$ cat src/rtl/bit_deser_pkg.sv
// Shared definitions for the bit deserializer: output FSM states and default word width.
package bit_deser_pkg;

   localparam int DEFAULT_WIDTH = 8;

   typedef enum logic {
      S_EMPTY = 1'b0,
      S_FULL  = 1'b1
   } state_e;

endpackage

$ cat src/rtl/bit_shift_acc.sv
// Serial-to-parallel accumulator with bit counter; pulses done_o combinationally on the
// edge that accepts the final bit, with word_o carrying the completed word on that edge.
module bit_shift_acc #(
   parameter int WIDTH     = 8,
   parameter int MSB_FIRST = 1,
   parameter int CW        = $clog2(WIDTH + 1)
) (
   input  logic             clk,
   input  logic             rst,
   input  logic             bit_in_i,
   input  logic             bit_valid_i,
   input  logic             flush_i,
   output logic             done_o,
   output logic [WIDTH-1:0] word_o,
   output logic [CW-1:0]    count_o
);

   logic [WIDTH-1:0] acc_q, acc_d, shifted_s;
   logic [CW-1:0]    cnt_q, cnt_d;
   logic             done_s;

   // next accumulator/counter; flush wins over a same-edge bit
   always_comb begin
      if (MSB_FIRST != 0) begin
         shifted_s = {acc_q[WIDTH-2:0], bit_in_i};
      end else begin
         shifted_s = {bit_in_i, acc_q[WIDTH-1:1]};
      end
      acc_d  = acc_q;
      cnt_d  = cnt_q;
      done_s = 1'b0;
      if (flush_i) begin
         acc_d = {WIDTH{1'b0}};
         cnt_d = {CW{1'b0}};
      end else if (bit_valid_i) begin
         acc_d = shifted_s;
         if (cnt_q == CW'(WIDTH - 1)) begin
            cnt_d  = {CW{1'b0}};
            done_s = 1'b1;
         end else begin
            cnt_d = cnt_q + CW'(1);
         end
      end else begin
         acc_d = acc_q;
      end
   end

   // accumulator state registers
   always_ff @(posedge clk) begin
      if (rst) begin
         acc_q <= {WIDTH{1'b0}};
         cnt_q <= {CW{1'b0}};
      end else begin
         acc_q <= acc_d;
         cnt_q <= cnt_d;
      end
   end

   assign done_o  = done_s;
   assign word_o  = shifted_s;
   assign count_o = cnt_q;

endmodule

$ cat src/rtl/bit_deserializer_module.sv
// Serial bit deserializer: assembles WIDTH-bit words and presents them through a
// valid/ready output register with a sticky overflow flag for dropped words.
module bit_deserializer_module
   import bit_deser_pkg::*;
#(
   parameter int WIDTH     = DEFAULT_WIDTH,
   parameter int MSB_FIRST = 1
) (
   input  logic                       clk,
   input  logic                       rst,
   input  logic                       bit_in,
   input  logic                       bit_valid,
   input  logic                       flush,
   output logic [WIDTH-1:0]           word_out,
   output logic                       word_valid,
   input  logic                       word_ready,
   output logic [$clog2(WIDTH+1)-1:0] bit_count,
   output logic                       overflow
);

   localparam int CW = $clog2(WIDTH + 1);

   logic             done_s;
   logic [WIDTH-1:0] acc_word_s;
   state_e           state_q;
   logic [WIDTH-1:0] word_q;
   logic             valid_q;
   logic             ovf_q;

   bit_shift_acc #(
      .WIDTH     (WIDTH),
      .MSB_FIRST (MSB_FIRST),
      .CW        (CW)
   ) u_acc (
      .clk         (clk),
      .rst         (rst),
      .bit_in_i    (bit_in),
      .bit_valid_i (bit_valid),
      .flush_i     (flush),
      .done_o      (done_s),
      .word_o      (acc_word_s),
      .count_o     (bit_count)
   );

   // output FSM; a word completing while the held one is not taken is dropped
   always_ff @(posedge clk) begin
      if (rst) begin
         state_q <= S_EMPTY;
         word_q  <= {WIDTH{1'b0}};
         valid_q <= 1'b0;
         ovf_q   <= 1'b0;
      end else begin
         case (state_q)
            S_EMPTY: begin
               if (done_s) begin
                  word_q  <= acc_word_s;
                  valid_q <= 1'b1;
                  state_q <= S_FULL;
               end
            end
            S_FULL: begin
               if (word_ready) begin
                  if (done_s) begin
                     word_q <= acc_word_s;
                  end else begin
                     valid_q <= 1'b0;
                     state_q <= S_EMPTY;
                  end
               end else if (done_s) begin
                  ovf_q <= 1'b1;
               end
            end
            default: begin
               valid_q <= 1'b0;
               state_q <= S_EMPTY;
            end
         endcase
      end
   end

   assign word_out   = word_q;
   assign word_valid = valid_q;
   assign overflow   = ovf_q;

endmodule

$ cat config.mk
export PLATFORM = sky130hd
export DESIGN_NAME = bit_deserializer_module
export DESIGN_NICKNAME = d
export VERILOG_FILES = /design/src/rtl/bit_deser_pkg.sv /design/src/rtl/bit_shift_acc.sv /design/src/rtl/bit_deserializer_module.sv
export SDC_FILE = /design/constraint.sdc
export NUM_CORES = 1
export LEC_CHECK = 0
export ABC_AREA = 1
export BUFFER_PORTS_ARGS = -buffer_cell sky130_fd_sc_hd__buf_4
export CAP_MARGIN = 20
export CORE_MARGIN = 1
export CORE_UTILIZATION = 45
export DETAILED_ROUTE_END_ITERATION = 8
export PLACE_DENSITY = 0.67
export SYNTH_ARGS = -nofsm -noshare
export SYNTH_HDL_FRONTEND = slang
export SYNTH_SLANG_ARGS = --single-unit
$ cat constraint.sdc
create_clock -name clk -period 3.2 [get_ports clk]
set_input_delay 0.64 -clock clk [delete_from_list [all_inputs] [get_ports clk]]
set_output_delay 0.64 -clock clk [all_outputs]
set_load 0.05 [all_outputs]
==> impl_results.md <==
* Routed WL per cell at slightly below 10 um
* Startpoint Class: flip-flop
* CTS tree: yes
* ANT cells at 0
* WP buf/inv at 1
* Yosys reg bits at 22
* Vert. Die Dim at 49.0 um
* Cell area after synthesis at about 1000 um^2
* Grt met1 use at roughly 22%
* Post-layout min period at ~1.6 ns
* Post-CTS Hold Buffers at 0
* Pleak at around 0.54 nW
* Post-synthesis sequential area ratio at 44.3%
* Layout Skew at 0.00223 ns
* Critical-path cell list: buf_4
* Final hold violations at 0
* Most frequent cells in the layout: inv_1, nand2_1, dfxtp_1
* Initial Util at around half
* Met3 GRT Util at 3.74%
* Largest net degree at the start of global routing at 14
* Critical Path Fanout Max at 6
* Share of cells above drive strength 1 at between 10% and 20%
* H-tree depth at 1
* CP top delay family: flip-flops
* Period utilization at approximately half
* Cell variety after synth at 20
* GRT overflow at 0
* Max stage delay on crit path at 0.43 ns
* Global-route wire length before repair at between 3 and 4 mm
* Final Cell Area at around 1200 um^2
* RePlAce Congestion at between 0.8 and 0.9
* Die W at 49.0 um
* Post-route ant nets at 0
* Critical path class: reg -> out
* Via count at 861
* Clk sink count at 22
* PortBufs at 19
* PostCTS Resize Cnt at 0
* Slew Viols, Final at 0
* Setup bufs post-CTS at 0
* Layout Utilization at about three fifths
* Syn Area/Cell at around 7 um^2
* Std-Cell Rows at 16
* Fin cells at ~190
* Grt met2 use at between 20% and 30%
* Vias in the first global route at a little under 800
* Syn Nets at roughly 150
* Post-Place Cells at ~180
* Clock Pin Slew Worst Setup and Hold Paths at ~0.12 ns
* GRT Total Usage at 16.9%
* Core area at between 2000 and 2500 um^2
* Peak VDD IR at 0.314 mV
* RSZ-0062 raised after global routing: false
* Fmax at approximately 0.62 GHz
* Register area at ~440 um^2
* Fin nets at between 150 and 200
* Cts bufs inserted at 3
* Synth Warn # at 0
* I/O Pins at 20
* DR iter-0 viols at 21
* Worst path slowest cell: dfxtp_1
* Outcome: finished clean
* Crit. End Element: output port
* Busiest layer in global routing: met2
* Design Power at about 520 uW
* Max_cap viols at 0
* Setup-failing EPs final at 0
* Clk buf depth at 2
* Area grow syn2layout at 20.4%
* Worst-margin pin slew at between 0.3 and 0.4 ns
* Total negative slack at 0 ns
* Initial antenna violation count at 0
* Area occupied by multi-input gates at just under 400 um^2
* Hold crit path type: reg -> reg
* Initial DRT Pass Iterations at 5
* Req. time, crit path at between 2 and 3 ns
* Commonest non-fill, non-tap cell in the layout: inv_1
* Slew margin rel. at about three quarters
* Syn Inst Count at 140
* Fillers at 203
* DIE AREA at 2400 um^2
* Clock Tree Root: clkbuf_4
* CP arrival at slightly below 1 ns
* Worst skew pair latency at ~0.3 ns
* Post-DP Area at 1140 um^2
* Overall routed net length at approximately 1.8 mm
* Pwr dens at roughly 440 nW/um^2
* Post-DP HPWL at approximately 1.4 mm
* Vias per inst at around 4.6
* DRC at 0
registers in the layout (all words and copies together) (netlist names):
name	flops
state_q	1
word_out	8
word_valid	1
u_acc.acc_q	7
overflow	1
u_acc.count_o	4
per-stage QoR:
| step | setup slack, ns | hold slack (ns) |
|---|---|---|
| floorplan | 1.61 | 0.429 |
| global placement | 1.62 | 0.449 |
| detailed placement | 1.57 | 0.447 |
| CTS | 1.59 | 0.471 |
| global route | 1.52 | 0.487 |
| finish | 1.59 | 0.466 |
logic make-up (layout without fill, tap and decap cells):
| logic type | after synthesis | after routing | synth area share, % |
|---|---|---|---|
| adders and majority gates | 1 | 1 | 1.26 |
| DFF | 22 | 22 | 44.3 |
| buffers and inverters | 41 | 60 | 16.6 |
| AOI/OAI and AO/OA | 21 | 21 | 11.0 |
| and+or+nand+nor | 55 | 55 | 26.8 |
cells in the mapped netlist:
library cell / n / area [um^2]
a21oi_1: 11 / 55.1
a21oi_2: 1 / 8.76
buf_2: 3 / 15.0
buf_6: 1 / 11.3
clkinv_1: 1 / 3.75
dfxtp_1: 22 / 440
ha_1: 1 / 12.5
inv_1: 35 / 131
inv_2: 1 / 3.75
nand2_1: 25 / 93.8
nand2_2: 1 / 6.26
nand3_1: 4 / 20.0
nand3_4: 1 / 17.5
nand3b_1: 1 / 7.51
nand4_1: 9 / 56.3
nor2_1: 10 / 37.5
nor2_2: 1 / 6.26
nor2_4: 1 / 11.3
nor3_1: 2 / 10.0
o21ai_0: 9 / 45.0
power breakdown:
part / total (mW) / switching, mW / internal [mW]
registers: 0.280 / 0.00251 / 0.278
logic: 0.0308 / 0.0202 / 0.0105
clock network: 0.210 / 0.0830 / 0.127
area by class of cell:
type / count / area share, %
Clock buffer: 3 / 1.88
Clock inverter: 1 / 2.51
Inverter: 37 / 11.6
Multi-Input combinational cell: 77 / 32.4
Sequential cell: 22 / 36.8
Tap cell: 27 / 2.82
Timing Repair Buffer: 19 / 11.9
metal layers:
layer	share of wire, %	vias to the layer above
met3	4.3	0
met2	46	21
met1	50	370
li1	-	470
met5	0	-
met4	0	0
worst paths after layout:
| path | startpoint | to | slack (ns) | depth (start not counted) |
|---|---|---|---|---|
| worst max-delay path | u_acc.count_o[2]$_SDFFE_PP0P_ | bit_count[2] | 1.59 | 1 |
| worst min-delay path | overflow$_SDFFE_PP0P_ | overflow$_SDFFE_PP0P_ | 0.47 | 2 |
| worst max register to register | u_acc.count_o[1]$_SDFFE_PP0P_ | word_out[1]$_SDFFE_PP0P_ | 1.72 | 7 |
| worst min register to register | overflow$_SDFFE_PP0P_ | overflow$_SDFFE_PP0P_ | 0.47 | 2 |
Note: power is estimated with default switching activity, not from simulation.
